`src/rtl/ship_registry.sv`:
```
// Battleship ship register file: placement + per-segment hit masks, sequential shot-resolving scan.
// Optional board bounds check on writes when SHIP_REG_BOUNDS_CHECK_EN is defined (adds BOARD_SIZE).
module ship_registry #(
    parameter int NUM_SHIPS = 5,
    parameter int COORD_W   = 4,
    parameter int MAX_LEN   = 5,
`ifdef SHIP_REG_BOUNDS_CHECK_EN
    parameter int BOARD_SIZE = 10,
`endif
    localparam int IDX_W = (NUM_SHIPS > 1) ? $clog2(NUM_SHIPS) : 1,
    localparam int LEN_W = $clog2(MAX_LEN + 1),
    localparam int CNT_W = $clog2(NUM_SHIPS + 1)
) (
    input  logic               clk,
    input  logic               rst,
    input  logic               clear,
    input  logic               wr_en,
    input  logic [IDX_W-1:0]   wr_idx,
    input  logic [COORD_W-1:0] wr_row,
    input  logic [COORD_W-1:0] wr_col,
    input  logic [LEN_W-1:0]   wr_len,
    input  logic               wr_vert,
    output logic               wr_err,
    input  logic               shot_valid,
    output logic               shot_ready,
    input  logic [COORD_W-1:0] shot_row,
    input  logic [COORD_W-1:0] shot_col,
    output logic               result_valid,
    output logic               result_hit,
    output logic               result_sunk,
    output logic               result_repeat,
    output logic [IDX_W-1:0]   result_idx,
    output logic [CNT_W-1:0]   ships_alive,
    output logic               all_sunk,
    output logic [1:0]         dbg_state
);

    localparam logic [1:0] S_IDLE   = 2'd0;
    localparam logic [1:0] S_SCAN   = 2'd1;
    localparam logic [1:0] S_REPORT = 2'd2;
    localparam int CMP_W = (COORD_W > LEN_W) ? COORD_W : LEN_W;

    function automatic logic [MAX_LEN-1:0] len_mask(input logic [LEN_W-1:0] len);
        logic [MAX_LEN-1:0] m;
        m = '0;
        for (int i = 0; i < MAX_LEN; i++) begin
            m[i] = (32'(i) < 32'(len));
        end
        return m;
    endfunction

    function automatic logic is_sunk(input logic [MAX_LEN-1:0] mask, input logic [LEN_W-1:0] len);
        return (len != '0) && (&(mask | ~len_mask(len)));
    endfunction

    logic [COORD_W-1:0] r_row  [NUM_SHIPS];
    logic [COORD_W-1:0] r_col  [NUM_SHIPS];
    logic [LEN_W-1:0]   r_len  [NUM_SHIPS];
    logic               r_vert [NUM_SHIPS];
    logic [MAX_LEN-1:0] r_mask [NUM_SHIPS];

    logic [1:0]         r_state;
    logic [IDX_W-1:0]   r_scan_idx;
    logic [COORD_W-1:0] r_shot_row;
    logic [COORD_W-1:0] r_shot_col;
    logic               r_res_hit;
    logic               r_res_sunk;
    logic               r_res_rep;
    logic [IDX_W-1:0]   r_res_idx;
    logic               r_wr_err;
    logic [CNT_W-1:0]   r_alive;
    logic               r_all_sunk;

    logic               w_idle;
    logic [COORD_W-1:0] w_cur_row;
    logic [COORD_W-1:0] w_cur_col;
    logic [LEN_W-1:0]   w_cur_len;
    logic               w_cur_vert;
    logic [MAX_LEN-1:0] w_cur_mask;
    logic [COORD_W-1:0] w_off;
    logic               w_axis_ok;
    logic               w_match;
    logic [MAX_LEN-1:0] w_bit;
    logic [MAX_LEN-1:0] w_new_mask;
    logic               w_repeat;
    logic               w_sunk;
    logic               w_last;
    logic [CNT_W-1:0]   w_alive;
    logic               w_any_active;
    logic               w_len_ok;
    logic               w_idx_ok;
    logic               w_bounds_ok;
    logic               w_wr_accept;
    logic               w_wr_reject;
    logic               w_shot_accept;

    assign w_idle = (r_state == S_IDLE);

    // Shot handshake: a shot transfers on a cycle with shot_valid && shot_ready. shot_ready is high
    // only when idle and no write or clear is presented that cycle, so writes always win over shots.
    assign shot_ready    = w_idle && !wr_en && !clear;
    assign w_shot_accept = shot_valid && shot_ready;

    assign w_cur_row  = r_row[r_scan_idx];
    assign w_cur_col  = r_col[r_scan_idx];
    assign w_cur_len  = r_len[r_scan_idx];
    assign w_cur_vert = r_vert[r_scan_idx];
    assign w_cur_mask = r_mask[r_scan_idx];

    // Offset along the ship axis wraps modulo the coordinate width, so ships may wrap off-board.
    assign w_off      = w_cur_vert ? (r_shot_row - w_cur_row) : (r_shot_col - w_cur_col);
    assign w_axis_ok  = w_cur_vert ? (r_shot_col == w_cur_col) : (r_shot_row == w_cur_row);
    assign w_match    = w_axis_ok && (w_cur_len != '0) && (CMP_W'(w_off) < CMP_W'(w_cur_len));
    assign w_bit      = MAX_LEN'(1) << w_off;
    assign w_new_mask = w_cur_mask | w_bit;
    assign w_repeat   = |(w_cur_mask & w_bit);
    assign w_sunk     = is_sunk(w_new_mask, w_cur_len);
    assign w_last     = (r_scan_idx == IDX_W'(NUM_SHIPS - 1));

    always_comb begin
        w_alive      = '0;
        w_any_active = 1'b0;
        for (int k = 0; k < NUM_SHIPS; k++) begin
            if (r_len[k] != '0) begin
                w_any_active = 1'b1;
                if (!is_sunk(r_mask[k], r_len[k])) begin
                    w_alive = w_alive + CNT_W'(1);
                end
            end
        end
    end

    assign w_len_ok = (32'(wr_len) <= 32'(MAX_LEN));
    assign w_idx_ok = (32'(wr_idx) < 32'(NUM_SHIPS));

`ifdef SHIP_REG_BOUNDS_CHECK_EN
    logic [COORD_W-1:0] w_axis_origin;
    assign w_axis_origin = wr_vert ? wr_row : wr_col;
    assign w_bounds_ok = (32'(wr_row) < 32'(BOARD_SIZE)) && (32'(wr_col) < 32'(BOARD_SIZE)) &&
                         ((wr_len == '0) ||
                          (32'(w_axis_origin) + 32'(wr_len) - 32'd1 < 32'(BOARD_SIZE)));
`else
    assign w_bounds_ok = 1'b1;
`endif

    assign w_wr_accept = wr_en && w_idle && w_len_ok && w_idx_ok && w_bounds_ok;
    assign w_wr_reject = wr_en && !w_wr_accept;

    always_ff @(posedge clk) begin
        if (rst || clear) begin
            for (int k = 0; k < NUM_SHIPS; k++) begin
                r_row[k]  <= '0;
                r_col[k]  <= '0;
                r_len[k]  <= '0;
                r_vert[k] <= 1'b0;
                r_mask[k] <= '0;
            end
        end else if (w_wr_accept) begin
            r_row[wr_idx]  <= wr_row;
            r_col[wr_idx]  <= wr_col;
            r_len[wr_idx]  <= wr_len;
            r_vert[wr_idx] <= wr_vert;
            r_mask[wr_idx] <= '0;
        end else if ((r_state == S_SCAN) && w_match) begin
            r_mask[r_scan_idx] <= w_new_mask;
        end
    end

    always_ff @(posedge clk) begin
        if (rst || clear) begin
            r_state    <= S_IDLE;
            r_scan_idx <= '0;
            r_shot_row <= '0;
            r_shot_col <= '0;
            r_res_hit  <= 1'b0;
            r_res_sunk <= 1'b0;
            r_res_rep  <= 1'b0;
            r_res_idx  <= '0;
            r_wr_err   <= 1'b0;
            r_alive    <= '0;
            r_all_sunk <= 1'b0;
        end else begin
            r_wr_err   <= w_wr_reject;
            r_alive    <= w_alive;
            r_all_sunk <= w_any_active && (w_alive == '0);
            case (r_state)
                S_IDLE: begin
                    if (w_shot_accept) begin
                        r_shot_row <= shot_row;
                        r_shot_col <= shot_col;
                        r_scan_idx <= '0;
                        r_state    <= S_SCAN;
                    end
                end
                S_SCAN: begin
                    // Lowest-index match wins: the scan stops at the first ship covering the cell.
                    if (w_match) begin
                        r_res_hit  <= 1'b1;
                        r_res_sunk <= w_sunk;
                        r_res_rep  <= w_repeat;
                        r_res_idx  <= r_scan_idx;
                        r_state    <= S_REPORT;
                    end else if (w_last) begin
                        r_res_hit  <= 1'b0;
                        r_res_sunk <= 1'b0;
                        r_res_rep  <= 1'b0;
                        r_res_idx  <= '0;
                        r_state    <= S_REPORT;
                    end else begin
                        r_scan_idx <= r_scan_idx + IDX_W'(1);
                    end
                end
                S_REPORT: r_state <= S_IDLE;
                default:  r_state <= S_IDLE;
            endcase
        end
    end

    assign result_valid  = (r_state == S_REPORT);
    assign result_hit    = result_valid && r_res_hit;
    assign result_sunk   = result_valid && r_res_sunk;
    assign result_repeat = result_valid && r_res_rep;
    assign result_idx    = result_valid ? r_res_idx : '0;
    assign wr_err        = r_wr_err;
    assign ships_alive   = r_alive;
    assign all_sunk      = r_all_sunk;
    assign dbg_state     = r_state;

endmodule

```
`config.mk`:
```
export PLATFORM = sky130hd
export DESIGN_NAME = ship_registry
export DESIGN_NICKNAME = d
export VERILOG_FILES = /design/src/rtl/ship_registry.sv
export SDC_FILE = /design/constraint.sdc
export NUM_CORES = 1
export LEC_CHECK = 0
export CORE_MARGIN = 2
export CORE_UTILIZATION = 40
export DETAILED_ROUTE_END_ITERATION = 7
export GPL_ROUTABILITY_DRIVEN = 0
export PLACE_DENSITY = 0.56
export SLEW_MARGIN = 25
export SYNTH_ARGS = -nofsm -noshare
export SYNTH_HDL_FRONTEND = slang
export SYNTH_SLANG_ARGS = --single-unit
```
`constraint.sdc`:
```
create_clock -name clk -period 6.6 [get_ports clk]
set_input_delay 1.32 -clock clk [delete_from_list [all_inputs] [get_ports clk]]
set_output_delay 1.32 -clock clk [all_outputs]
set_load 0.1 [all_outputs]
```
# Yosys cells after proc, flatten, opt, wreduce, memory -nomap -nowiden
# Memory sizes are Yosys's and may differ from the RTL's. A register that Yosys moved wholly into a read port is not among the register bits.
# Index checks and enable logic that the tools add are counted.
[word_totals]
n_memories = 5
inputBits = 28
ramBits = 85
reg_bits = 24
out_inout_bits = 15
[op_classes]
mux = 69
shift = 1
n_lt_le_gt_ge = 33
n_reduce_logical = 51
bitwise = 14
n_addsub = 7
n_eq_ne = 9
[memory_table]
columns = ["name", "words", "width", "read_ports", "rd_clocked_by_memory_dff", "wr", "line_no", "text"]
rows = [
  ["r_mask", 5, 5, 6, 1, 5, "60", "logic [MAX_LEN-1:0] r_mask [NUM_SHIPS];"],
  ["r_col", 5, 4, 1, 1, 5, "57", "logic [COORD_W-1:0] r_col [NUM_SHIPS];"],
  ["r_row", 5, 4, 1, 1, 5, "56", "logic [COORD_W-1:0] r_row [NUM_SHIPS];"],
  ["r_len", 5, 3, 6, 1, 5, "58", "logic [LEN_W-1:0] r_len [NUM_SHIPS];"],
  ["r_vert", 5, 1, 1, 1, 5, "59", "logic r_vert [NUM_SHIPS];"],
]
[op_table]
columns = ["op", "count"]
rows = [
  ["two-way mux 3 bit", 31],
  ["< comparator 1 x 3 -> 1 bit, first input constant", 12],
  ["< comparator 2 x 3 -> 1 bit, first input constant", 12],
  ["bitwise OR 5 bit", 7],
  ["inverter 5 bit", 6],
  ["AND reduction 5 bit", 6],
  ["two-way mux 1 bit", 28],
  ["logical AND 1 bit", 20],
  ["< comparator 3 bit, first input constant", 6],
  ["nonzero test 3 bit", 6],
  ["adder 3 x 1 -> 3 bit, second input constant", 5],
  ["OR reduction 5 bit", 3],
  ["two-way mux 4 bit", 3],
  ["two-way mux 5 bit", 2],
  ["equality test 4 bit", 2],
  ["OR reduction 4 bit", 2],
  ["subtractor 4 bit", 2],
  ["two-way mux 2 bit", 3],
  ["case mux 3 bit (2 select lines)", 1],
  ["AND reduction 2 bit", 3],
  ["bitwise AND 5 bit", 1],
  ["left shift 1 x 4 -> 5 bit, first input constant", 1],
  ["< comparator 4 x 3 -> 1 bit", 1],
  ["!= test 2 bit, second input constant", 2],
  ["other kinds (16)", 19],
]

# Depth between registers and ports, before layout
# An unclocked memory read counts as a cell.
[depth]
ltp_word = 22
ltp_mapped = 20

# Least setup slack after synthesis
# OpenSTA, ideal clock, no wires.
[synth_path]
kind = "in2out"
from = "input port wr_en"
to = "output port shot_ready"
path_buffers = 0
arrival_ps = 4803
path_slack_ps = 477
stages = 1
cell_sequence = "nor4_1"
[synth_via]
elab_chain_cells = 3
[synth_lines]
columns = ["item", "line_no", "text"]
rows = [
  ["from (decl)", "17", "input logic wr_en,"],
  ["zero test 1 bit", "101", "assign shot_ready = w_idle && !wr_en && !clear;"],
  ["logical AND 1 bit (2 in a row)", "101", ""],
  ["to (decl)", "25", "output logic shot_ready,"],
]
# No other way between the ends.

# Worst setup path after layout
# Same ends and word-level chain as after synthesis.

==> metrics.md <==
| Metric | Value |
|---|---|
| Run status | finished clean |
| Data required, critical path | about 5.3 ns |
| # rows | 51 |
| Detailed-routed wire length on met3 | 1.41 mm |
| Ratio of cells with drive above 1 in the final layout | 0.138 |
| Critical path capture point type | primary output |
| WL met1 | 9.02 mm |
| Number of flops mapped to enable cells by yosys | between 100 and 150 |
| Root buffer cell | sky130_fd_sc_hd__clkbuf_16 |
| Synth top area share | 0.506 |
| Cell types with the largest area share after synthesis | sky130_fd_sc_hd__edfxtp_1, sky130_fd_sc_hd__mux4_2, sky130_fd_sc_hd__dfxtp_1 |
| Syn avg cell area | 13.1 um^2 |
| I/O pin total | 43 |
| Cell family contributing the most delay on the critical path | buffers and inverters |
| Horizontal die dimension | ~150 um |
| Setup repair after global routing missed its margin | no |
| Largest buffer count on any clock path | 2 |
| Primary FF master, synth | sky130_fd_sc_hd__edfxtp_1 |
| Proportion of synthesized chip area in sequential cells | 0.573 |
| Library cells used by synthesis | 67 |
| Starting density of the core | 0.410 |
| Fill count | approximately 1800 |
| First-pass GRT wire length | 31.2 mm |
| Slew at the pin with the worst max-slew slack | approximately 0.99 ns |
| Gates resized, CTS repair | 0 |
| Die Y | 146 um |
| Detail-routed via count per cell | 5.45 |
| Critical path peak fanout | 10 |
| Int Pwr | 1.81 mW |
| Detailed Route Iter0 Violations | 521 |
| Final Routed Wirelength | 20.0 mm |
| Global-route congestion overflow total | 0 |
| Final count of pins violating max slew | 0 |
| Net load switching power | 0.582 mW |
| First-pass iteration count of the detailed router | 5 |
| Remaining DRCs | 0 |
| Worst slew slack as a fraction of its limit | 0.340 |
| Clock power share | 0.403 |
| Net Sw Frac | 0.243 |
| Most repeated library cell on the critical path | sky130_fd_sc_hd__clkdlybuf4s50_1 |
| Overall die area | 21300 um^2 |
| Total clock buffers created by CTS | 17 |
| Setup violators final | 0 |
| Fin Setup TNS | 0 ns |
| Power density over the cells | 253 nW/um^2 |
| Critical Path AT | 3.85 ns |
| Worst slack at placement | around 1.4 ns |
| Worst Setup Slack, final | 1.43 ns |
| Startpoint kind of the worst setup timing path | input pin |
| Number of antenna violations at the first check in global routing | 0 |
| Crit-path cells | clkdlybuf4s50_1, nor4_2, clkdlybuf4s50_1 |
| Number of hold buffers added after CTS | 0 |
| Post-route clock period utilization | 0.784 |
| Later-pin clock latency in the skew report | approximately 0.43 ns |
| Lkg Pwr | 3.48 nW |
| Number of sinks driven by the clock tree | 163 |
| Worst-case clock skew | 0.0102 ns |
| Cell count after synthesis | 618 |
| Crit path buffers/inverters | 2 |
| Sequential cell area in the final layout | ~4600 um^2 |
| Crit path max-delay cell type | sky130_fd_sc_hd__clkdlybuf4s50_1 |
| Yosys reg bits | 163 |
| H-Tree Depth | 4 |
| Synth Cell Area | 8070 um^2 |
| Antenna diode count | 0 |
| Combinational share of power | 0.103 |
| Largest voltage drop on the vdd net | 0.000190 V |
| Global router's overall resource usage | 0.195 |
| Met2 WL post-DR | 9.20 mm |
| Async set-reset flop share out of synthesis | 0 |
| Max Fclk | 193 MHz |
| Total core area | 19700 um^2 |
| Share of total power in sequential cells | 0.494 |
| Clock Pin Slew Worst Setup and Hold Paths | approximately 0.06 ns |
| Minimum clock period after layout | 5.17 ns |
| Count of input and output buffers | 42 |
| Total area of multi-input combinational cells | 3370 um^2 |
| Layout Area Growth over Synthesis | 17.3% |
| Path type of the worst setup path | input pin to primary output |
| Detail-routed net length per standard cell | 20.6 um |
| Largest net degree at the start of global routing | 25 |
| Hold crit path type | flop to flop |
| Max-capacitance violation count | 0 |
| Clock tree from TritonCTS | yes |
| Number of global-route vias before repair | 5421 |
| Final Hold Viols | 0 |
| Number of warnings printed during yosys synthesis | 0 |
| Post-detail-place hpwl | 14.3 mm |
| Setup Buffers After CTS | 0 |
| Top routing layer in use | met4 |
| Net count reported at finish | 740 |
| Number of routed nets with antenna violations | 0 |
| Peak per-stage delay on the critical path | 1.28 ns |
| Library cell occupying the most area in the post-synthesis netlist | sky130_fd_sc_hd__edfxtp_1 |
| Number of vias in the routed layout | 5298 |
| Final core area utilization | 0.481 |
[cell type report]
type	count	share of cell area
inverters	19	0.00754
repair buffers	51	0.0516
clock inverters	11	0.0136
multi-input cells	444	0.357
clock buffers	20	0.0462
well taps	265	0.0351
flip-flops and latches	163	0.489
[worst reg2reg max path, stage by stage, from the launching register on]
cell	delay, ns
sky130_fd_sc_hd__dfxtp_1	0.83
sky130_fd_sc_hd__buf_4	0.39
sky130_fd_sc_hd__mux2_2	0.39
sky130_fd_sc_hd__ha_1	0.20
sky130_fd_sc_hd__inv_1	0.07
sky130_fd_sc_hd__fa_1	0.17
sky130_fd_sc_hd__xor2_1	0.24
sky130_fd_sc_hd__nor2_1	0.11
sky130_fd_sc_hd__a21oi_1	0.31
sky130_fd_sc_hd__ha_1	0.29
sky130_fd_sc_hd__o21ai_0	0.07
sky130_fd_sc_hd__o21ai_0	0.16
sky130_fd_sc_hd__a22oi_4	0.34
sky130_fd_sc_hd__nand4_4	0.18
sky130_fd_sc_hd__nor2_1	0.36
sky130_fd_sc_hd__and3_1	0.41
[power by group through the flow]
stage / Clock (mW) / Sequential [mW] / Combinational, mW
after floorplan: 0 / 1.22 / 0.139
after global placement: 0 / 1.20 / 0.239
after detailed placement: 0 / 1.21 / 0.244
after CTS: 0.982 / 1.18 / 0.246
after global routing: 1.01 / 1.19 / 0.267
final: 0.965 / 1.18 / 0.245
[cells in the final DEF, fill, tap and decap left out, types with 18 or more instances in the layout]
master and n:
sky130_fd_sc_hd__edfxtp_1 136, sky130_fd_sc_hd__conb_1 36, sky130_fd_sc_hd__nand2_1 39, sky130_fd_sc_hd__and2_1 57, sky130_fd_sc_hd__mux4_2 32, sky130_fd_sc_hd__dfxtp_1 25
sky130_fd_sc_hd__nor2_1 48, sky130_fd_sc_hd__and3_1 20, sky130_fd_sc_hd__inv_1 18, sky130_fd_sc_hd__clkdlybuf4s50_1 42, sky130_fd_sc_hd__a21oi_1 29, sky130_fd_sc_hd__mux2i_1 23
[metrics by stage]
| stage | power (mW) | cell area [um^2] | cells | hold WS (ns) |
|---|---|---|---|---|
| floorplan | 1.36 | 8200 | 653 | 0.432 |
| global placement | 1.44 | 8890 | 942 | 0.441 |
| detailed placement | 1.45 | 8890 | 942 | 0.450 |
| CTS | 2.41 | 9450 | 973 | 0.459 |
| global route | 2.47 | 9460 | 973 | 0.488 |
| finish | 2.39 | 9460 | 973 | 0.457 |
[path summary, 6_finish.rpt]
path / startpoint / endpoint / slack (ns) / cells after the start
hold reg to reg: r_res_hit$_SDFFE_PP0P_ / r_res_hit$_SDFFE_PP0P_ / 0.46 / 2
setup / recovery: wr_en / shot_ready / 1.43 / 3
hold / removal: r_res_hit$_SDFFE_PP0P_ / r_res_hit$_SDFFE_PP0P_ / 0.46 / 2
setup reg to reg: flop / r_mask[6][0]$_DFFE_PP_ / 1.73 / 15
[flip-flops by register name, summed over array words and instances (netlist names), 3 cells and up, named ones only]
name / cells
r_shot_col: 4
r_len: 24
r_res_idx: 3
ships_alive: 3
r_row: 32
r_vert: 8
r_mask: 40
r_scan_idx: 3
r_shot_row: 4
r_col: 32
[synthesized netlist by cell type (all sizes together) (10+ instances only)]
library cell / instances
edfxtp: 136
and2: 57
nor2: 50
nand2: 39
mux4: 32
a21oi: 30
dfxtp: 27
mux2i: 24
o21ai: 21
and3: 20
inv: 18
nand3: 16
buf: 15
ha: 14
nand2b: 13
clkbuf: 12
mux2: 10
[cells by family (layout without fill, tap and decap cells)]
family / count (synthesis) / in the layout / share of synthesized area
fa+ha+maj: 16 / 16 / 0.0267
other cells: 1 / 36 / 0.000465
buf+inv: 46 / 101 / 0.0261
xor+xnor: 13 / 13 / 0.0177
flops: 163 / 163 / 0.573
mux: 66 / 66 / 0.135
compound gates: 84 / 84 / 0.0686
simple gates: 229 / 229 / 0.152
[routing by layer]
metal / track usage / up-vias
met3: 0.0455 / 31
met5: 0 / -
met4: 0.0684 / 0
li1: - / 2419
met2: 0.311 / 198
met1: 0.263 / 2650
Note: power is estimated with default switching activity, not from simulation.
